===== config.mk =====
export PLATFORM = sky130hd
export DESIGN_NAME = counter_control
export DESIGN_NICKNAME = d
export VERILOG_FILES = /design/src/rtl/counter_control.sv
export SDC_FILE = /design/constraint.sdc
export NUM_CORES = 1
export LEC_CHECK = 0
export ABC_AREA = 0
export CAP_MARGIN = 20
export CELL_PAD_IN_SITES_DETAIL_PLACEMENT = 0
export CELL_PAD_IN_SITES_GLOBAL_PLACEMENT = 1
export CORE_MARGIN = 5
export CORE_UTILIZATION = 38
export DETAILED_ROUTE_END_ITERATION = 7
export GPL_ROUTABILITY_DRIVEN = 0
export PLACE_DENSITY_LB_ADDON = 0.1
export SLEW_MARGIN = 20
export SYNTH_ARGS = -nofsm -noshare
export SYNTH_HDL_FRONTEND = slang
export SYNTH_SLANG_ARGS = --single-unit

===== constraint.sdc =====
create_clock -name sys_clk -period 5.3 [get_ports sys_clk]
set_input_delay 1.06 -clock sys_clk [delete_from_list [all_inputs] [get_ports sys_clk]]
set_output_delay 1.06 -clock sys_clk [all_outputs]
set_load 0.01 [all_outputs]

===== src/rtl/counter_control.sv =====
// -----------------------------------------------------------------------------
// counter_control
//
// 64-bit free-running timer count (TDR) with a power-of-two prescaler,
// software half-word loads and a debug halt. TDR feeds the downstream
// compare stage directly from its register.
//
// Ports:
//   sys_clk    in   system clock, all state on rising edge
//   sys_rst_n  in   asynchronous active-low reset
//   timer_en   in   counting enable (level); its falling edge clears TDR
//   div_en     in   1 = prescaler active, 0 = count every cycle
//   div_val    in   prescale exponent, divide by 2^min(div_val, DIV_MAX)
//   tdr0_wr    in   one-cycle strobe, load wdata into TDR[31:0]
//   tdr1_wr    in   one-cycle strobe, load wdata into TDR[63:32]
//   wdata      in   write data for TDR loads
//   dbg_mode   in   core is in debug mode
//   halt_req   in   debug halt request (level), honoured only in debug mode
//   TDR        out  current count value
//   cnt_tick   out  high in every cycle where TDR increments on the next edge
//   halt_ack   out  registered copy of the effective halt
// -----------------------------------------------------------------------------
module counter_control #(
   parameter int CNT_W   = 64,
   parameter int DIV_MAX = 8
) (
   input  logic             sys_clk,
   input  logic             sys_rst_n,
   input  logic             timer_en,
   input  logic             div_en,
   input  logic [3:0]       div_val,
   input  logic             tdr0_wr,
   input  logic             tdr1_wr,
   input  logic [31:0]      wdata,
   input  logic             dbg_mode,
   input  logic             halt_req,
   output logic [CNT_W-1:0] TDR,
   output logic             cnt_tick,
   output logic             halt_ack
);

   // The prescaler counts 0..L-1 with L up to 2^DIV_MAX, so DIV_MAX bits
   // hold pcnt and one more bit holds L itself.
   localparam int                PCNT_W    = DIV_MAX;
   localparam int                LIM_W     = DIV_MAX + 1;
   localparam logic [3:0]        DIV_MAX_E = 4'(DIV_MAX);
   localparam logic [LIM_W-1:0]  LIM_ONE   = LIM_W'(1);
   localparam logic [PCNT_W-1:0] PCNT_ONE  = PCNT_W'(1);
   localparam logic [CNT_W-1:0]  CNT_ONE   = CNT_W'(1);

   logic [PCNT_W-1:0] pcnt;
   logic              timer_en_d;
   logic [4:0]        div_cfg_d;

   logic              halted;
   logic [3:0]        div_exp;
   logic [LIM_W-1:0]  limit;
   logic              pcnt_last;
   logic              cfg_changed;
   logic              en_fall;

   // NOTE: every signal gets a value on every path through an always_comb,
   // otherwise synthesis infers a latch to hold the missing case.
   always_comb begin
      halted      = halt_req & dbg_mode;
      div_exp     = (div_val > DIV_MAX_E) ? DIV_MAX_E : div_val;
      limit       = div_en ? (LIM_ONE << div_exp) : LIM_ONE;
      // Compare one bit wider so L = 2^DIV_MAX gives a last value of all ones.
      pcnt_last   = ({1'b0, pcnt} == (limit - LIM_ONE));
      cnt_tick    = timer_en & ~halted & pcnt_last;
      cfg_changed = ({div_en, div_val} != div_cfg_d);
      en_fall     = timer_en_d & ~timer_en;
   end

   // NOTE: state uses non-blocking assignments so every register samples the
   // pre-edge values of the others, independent of statement order.
   always_ff @(posedge sys_clk or negedge sys_rst_n) begin
      if (!sys_rst_n) begin
         TDR        <= '0;
         pcnt       <= '0;
         timer_en_d <= 1'b0;
         div_cfg_d  <= '0;
         halt_ack   <= 1'b0;
      end else begin
         timer_en_d <= timer_en;
         div_cfg_d  <= {div_en, div_val};
         halt_ack   <= halted;

         // A new divide setting restarts the period so the first tick after
         // a change comes a full L cycles later; a halt merely freezes it.
         if (!timer_en || cfg_changed) begin
            pcnt <= '0;
         end else if (!halted) begin
            pcnt <= pcnt_last ? '0 : pcnt + PCNT_ONE;
         end

         // Software loads beat the enable-fall clear, which beats the tick.
         if (tdr0_wr || tdr1_wr) begin
            if (tdr0_wr) TDR[31:0]       <= wdata;
            if (tdr1_wr) TDR[CNT_W-1:32] <= wdata;
         end else if (en_fall) begin
            TDR <= '0;
         end else if (cnt_tick) begin
            TDR <= TDR + CNT_ONE;
         end
      end
   end

endmodule


==> flow_metrics.tcl, run 1 <==
set metrics [dict create \
    worstHoldPathType "flop to flop" \
    hold_viol_final 0 \
    cellLeakagePower_uw 0.00272 \
    irDropWorstVdd_mv 0.149 \
    ys_types 69 \
    ios 110 \
    synthTopCellsByCount "nand2_1 (83), o21ai_0 (82), dfrtp_1 (79), nor2_1 (63), a21oi_1 (51)" \
    ant_nets 0 \
    grt_pass1_vias 5677 \
    finalMaxSlewViolations 0 \
    clk-insertion-delay-late_ns 0.35 \
    finalNetCount 846 \
    power.share.sequential_pct 42.0 \
    vias_per_cell 6.09 \
    antenna_cells 0 \
    required_ns 4.24 \
    core-area_um2 14000 \
    start_util_pct 39.0 \
    worst_clock_skew_ns 0.00447 \
    drive_gt1_share_pct 8.59 \
    antenna_found_initial 1 \
    max_slew.worst_pin.slew_ns 0.803 \
    worstSetupStartpoint "div_val[2]" \
    syn_inst 695 \
    pre_cts_ws_ns 0.0650 \
    fillers 1374 \
    synth_warnings 0 \
    crit_arrival_ns 3.78 \
    rsz0062_at_grt "no" \
    netlist.area_leader.share_pct 36.3 \
    fin_crit_sh_pct 91.3 \
    setup_ws_ns 0.458 \
    switching_power_uw 601 \
    wl_per_cell_um 21.3 \
    synthFlopType "dfrtp_1" \
    grt_max_degree 51 \
    fin_cells 983 \
    holdBufCountCts 0 \
    overflow 0 \
    yosys.area.top_type "dfrtp_1" \
    p_int_uw 1240 \
    syn_nets 742 \
    ys_seq_area_share_pct 36.3 \
    area_growth_pct 30.7 \
    cts_max_path_buffers 2 \
    utilization_pct 50.9 \
    cts-htree-levels 3 \
    synth_edf_count 0 \
    path_max_fanout 6 \
    fmax_mhz 207 \
    relSlewSlack_pct 46.3 \
    swShare_pct 32.6 \
    cpLargestDelayFamily "buffers and inverters" \
    synth_area_um2 5450 \
    io_buffers 109 \
    dp.cells 967 \
    clock_power_share_pct 33.7 \
    min_period_ns 4.84 \
    tritoncts "yes" \
    clkTransAtPathRegs_ns 0.06 \
    grt_usage_pct 25.1 \
    syn_avg_cell_area_um2 7.84 \
    grt_pass1_wl_mm 32.7 \
    root_buffer "clkbuf_16" \
    cp-endpoint "cnt_tick" \
    drt_iter0_drc 593 \
    status "completed" \
    clock_sinks 79 \
    cts_buffers 9 \
    wl_mm 21.0 \
    combPwrFrac_pct 24.3 \
    die_w_um 130 \
    synth_seq_cells 79 \
    dieArea_um2 16800 \
    yosysMostFrequentCell "nand2_1" \
    r2r_start "TDR[0]" \
    crit_slowest_cell "clkdlybuf4s50_1" \
    max_cap_viol_count 0 \
    dp_hpwl_mm 15.3 \
    setup_viol 0 \
    crit_buf_inv 5 \
    core.rowCount 43 \
    yosys-top-cells-area "dfrtp_1 (36%), o21ai_0 (7.5%), nand2_1 (5.7%)" \
    vias 5982 \
    worst-path-stages 11 \
    crit_top_cell "inv_1" \
    die_y_um 130 \
    path_class "primary input to primary output" \
    drc_errors 0 \
    critPathMaxStageDelay_ns 0.47 \
    reg2reg_to "TDR[60]" \
    startpoint_type "primary input" \
    worstPathCellList "clkdlybuf4s50_1, o41a_1, ha_2, buf_4, inv_1, o22ai_1, or3_1, a211o_1, or2_2, inv_1, dlymetal6s2s_1" \
    power_density_nw_per_um2 259 \
    critPathCaptureType "primary output" \
    r2r_setup_slack_ns 2.24 \
    drt_first_pass_iters 5 \
    r2r_cells 9 \
    fin_tns_setup_ns 0 \
    async_reset_ff_share_pct 100 \
]
## per-stage QoR
step                      hold slack, ns  cell area [um^2]  power (uW)
after global placement             0.541              6800        1220
after global routing               0.583              7120        1930
final                              0.560              7120        1840
after CTS                          0.555              7110        1850
after floorplan                    0.495              5450         955
after detailed placement           0.544              6820        1230
## per-layer routing
layer	part of all wire [%]	global-route usage [%]
met2	46	37.9
met5	0.062	0
met4	2.3	7.70
met1	43	35.9
met3	8.5	5.61
## power by group through the flow
| stage | sequential (uW) | clock [uW] | combinational [uW] |
|---|---|---|---|
| 2_1_floorplan | 777 | 0 | 178 |
| 3_5_place_dp | 781 | 0 | 447 |
| 3_3_place_gp | 779 | 0 | 440 |
| 5_1_grt | 784 | 655 | 487 |
| 6_report | 773 | 622 | 447 |
| 4_1_cts | 771 | 629 | 449 |
## registers in the layout (all words and copies together), names as in the netlist
| name | cells |
|---|---|
| TDR | 64 |
| pcnt | 8 |
| div_cfg_d | 5 |
| halt_ack | 1 |
| timer_en_d | 1 |
## area by class of cell
type / instances / area, um^2 / share of cell area [%]
clock inverter: 3 / 17.5 / 0.246
timing repair buffer: 136 / 1340 / 18.8
tap: 180 / 225 / 3.16
inverter: 18 / 67.6 / 0.949
sequential: 79 / 1980 / 27.8
multi-input combinational: 555 / 3230 / 45.3
clock buffer: 12 / 267 / 3.74
## layout by cell type (no fill, tap or decap), types with 5 or more instances in the layout
master           netlist  final
a21oi_1               51     50
a22oi_1                8      8
a31oi_1               11     11
and2_1                 5      5
and3_1                14     14
buf_4                  1     25
clkbuf_16              0      9
clkdlybuf4s50_1        0    107
dfrtp_1               79     79
inv_1                 17     17
nand2_1               83     82
nand2b_1               5      5
nand3_1               32     32
nand4_1               19     19
nor2_1                63     62
nor2b_1                6      6
nor3_1                27     27
nor3_2                 6      6
nor4_1                 7      7
o211ai_1              12     12
o21ai_0               82     82
o22ai_1                8      8
o31a_1                15     15
o31ai_1               15     15
or3_1                  5      5
xor2_1                10     10
## worst min path at each step
stage          startpoint      end  slack (ns)  cells after the start
2_1_floorplan     pcnt[4]  pcnt[4]        0.49                      1
3_3_place_gp      pcnt[4]  pcnt[4]        0.54                      1
3_5_place_dp      pcnt[4]  pcnt[4]        0.54                      1
4_1_cts           pcnt[4]  pcnt[4]        0.56                      1
5_1_grt           pcnt[4]  pcnt[4]        0.58                      1
6_report          pcnt[4]  pcnt[4]        0.56                      1
## cells by family after synthesis
logic type / Yosys count / share of synthesized area [%]
compound gates: 245 / 28.8
simple gates: 294 / 27.5
xor+xnor: 13 / 2.09
flops: 79 / 36.3
fa+ha+maj: 3 / 0.689
buf+inv: 61 / 4.68
## timing repair
item,4_1_cts,5_1_grt
resized for setup,0,3
setup buffers,0,1
endpoints found under the setup margin,0,1
Note: power is estimated with default switching activity, not from simulation.
==> inputs of run 2 (changes only) <==
--- a/config.mk
+++ b/config.mk
@@ -9,7 +9,7 @@
 export CAP_MARGIN = 20
 export CELL_PAD_IN_SITES_DETAIL_PLACEMENT = 0
 export CELL_PAD_IN_SITES_GLOBAL_PLACEMENT = 1
-export CORE_MARGIN = 5
+export CORE_MARGIN = 2
 export CORE_UTILIZATION = 38
 export DETAILED_ROUTE_END_ITERATION = 7
 export GPL_ROUTABILITY_DRIVEN = 0
==> flow_metrics.tcl, run 2 (synthesis gave the netlist of run 1 again) <==
set metrics [dict create \
    finalNetCount 841 \
    r2r_start "TDR[0]" \
    status "completed" \
    whs_endpoint "pcnt[7]" \
    power_density_nw_per_um2 268 \
    fin_cells 978 \
    antenna_found_initial 1 \
    fin_tns_setup_ns 0 \
    combPwrFrac_pct 23.2 \
    ios 110 \
    r2r_cells 9 \
    io_buffers 109 \
    largest_reg_flops 64 \
    reg.largest.list "TDR: 64 flops, pcnt: 8 flops, div_cfg_d: 5 flops" \
    min_period_ns 5.19 \
    cellLeakagePower_uw 0.00270 \
    power.share.sequential_pct 40.5 \
    post-route-cell-area_um2 7110 \
    r2r_setup_slack_ns 2.22 \
    required_ns 4.24 \
    cts-htree-levels 3 \
    met2_usage_pct 41.9 \
    dp_hpwl_mm 15.0 \
    critPathCaptureType "primary output" \
    rsz0062_at_grt "no" \
    finalMaxSlewViolations 0 \
    crit_slowest_cell "or4b_4" \
    cts_buffers 9 \
    clock_sinks 79 \
    drc_errors 0 \
    swShare_pct 30.9 \
    pre_cts_ws_ns -0.0131 \
    max_slew.worst_pin.slew_ns 1.12 \
    hold_path_depth 2 \
    vias 6015 \
    startpoint_type "primary input" \
    p_int_uw 1320 \
    grt.busiest_layer "met2" \
    drt_iter0_drc 584 \
    hp-start "pcnt[7]" \
    place_area_um2 6750 \
    die_w_um 124 \
    root_buffer "clkbuf_16" \
    die_y_um 124 \
    relSlewSlack_pct 25.7 \
    grt_pass1_vias 5474 \
    clk-insertion-delay-late_ns 0.35 \
    clkTransAtPathRegs_ns 0.06 \
    crit_arrival_ns 4.13 \
    fmax_mhz 193 \
    worst_clock_skew_ns 0.00558 \
    path_max_fanout 9 \
    crit_top_cell "clkdlybuf4s50_1" \
    drive_gt1_share_pct 7.90 \
    worstHoldPathType "flop to flop" \
    overflow 0 \
    grt_usage_pct 27.6 \
    dp.cells 962 \
    setup_ws_ns 0.112 \
    start_util_pct 39.1 \
    clock_power_share_pct 36.3 \
    power_uw 1910 \
    wl_per_cell_um 21.2 \
    setup_viol 0 \
    vias_per_cell 6.15 \
    wl_mm 20.7 \
    core-area_um2 13900 \
    core.rowCount 43 \
    dieArea_um2 15300 \
    drt_first_pass_iters 5 \
    cts_max_path_buffers 2 \
    grt_max_degree 80 \
    layout_common_cells "clkdlybuf4s50_1 (106), o21ai_0 (82), nand2_1 (82), dfrtp_1 (79), nor2_1 (62)" \
    max_cap_viol_count 0 \
    grt_util_met3_pct 7.05 \
    reg2reg_to "TDR[60]" \
    hold_viol_final 0 \
    worstPathCellList "clkdlybuf4s50_1, o41a_1, ha_4, or4b_4, a21boi_2, o21a_2, o2111ai_4, or2_2, inv_1, clkdlybuf4s50_1" \
    irDropWorstVdd_mv 0.164 \
    critPathMaxStageDelay_ns 0.54 \
    final_common_cell "clkdlybuf4s50_1" \
    ant_nets 0 \
    fin_crit_sh_pct 97.9 \
    top_register "TDR" \
    path_class "primary input to primary output" \
    grt_pass1_wl_mm 31.7 \
    holdBufCountCts 0 \
    use_met1_pct 39.1 \
    switching_power_uw 590 \
    area_growth_pct 30.4 \
    tritoncts "yes" \
]
-- run 2: power groups by stage --
stage / sequential, uW / clock, uW / combinational, uW
floorplan: 777 / 0 / 178
global placement: 778 / 0 / 432
detailed placement: 779 / 0 / 439
CTS: 769 / 709 / 441
global route: 783 / 732 / 483
finish: 772 / 693 / 442
-- run 2: final cells by class --
class	instances	area, um^2
multi-input cells	555	3240
well taps	180	225
diodes	1	2.50
repair buffers	131	1270
clock inverters	3	67.6
fillers	1380	6830
inverters	18	67.6
clock buffers	11	253
flip-flops and latches	79	1980
-- run 2: worst max-delay path by stage --
stage,to,depth (start not counted),from
floorplan,cnt_tick,11,div_val[0]
global placement,cnt_tick,10,div_val[0]
detailed placement,cnt_tick,10,div_val[2]
CTS,cnt_tick,10,div_val[2]
global route,cnt_tick,10,div_val[0]
finish,cnt_tick,10,div_val[0]
-- run 2: through the flow --
stage          hold WS [ns]  utilization [%]
2_1_floorplan         0.495                -
3_3_place_gp          0.550             48.5
5_1_grt               0.597             51.0
4_1_cts               0.573             50.8
3_5_place_dp          0.558             48.5
6_report              0.565             51.0
-- run 2: timing repair --
action | CTS | global route
pin swaps | 0 | 1
setup buffers | 0 | 1
resized for setup | 1 | 4
endpoints found under the setup margin | 1 | 1
-- run 2: metal layers --
metal  share of wire [%]  up-vias
met1                  45     2947
met2                  45      257
li1                    -     2776
met4                 2.0        0
met3                 8.0       35
met5                   0        -
-- run 2: worst max-delay path, delay by kind of cell --
| family | cells | cell delay [ns] |
|---|---|---|
| fa+ha+maj | 1 | 0.22 |
| buf+inv | 3 | 1.01 |
| compound gates | 4 | 0.94 |
| simple gates | 2 | 0.89 |
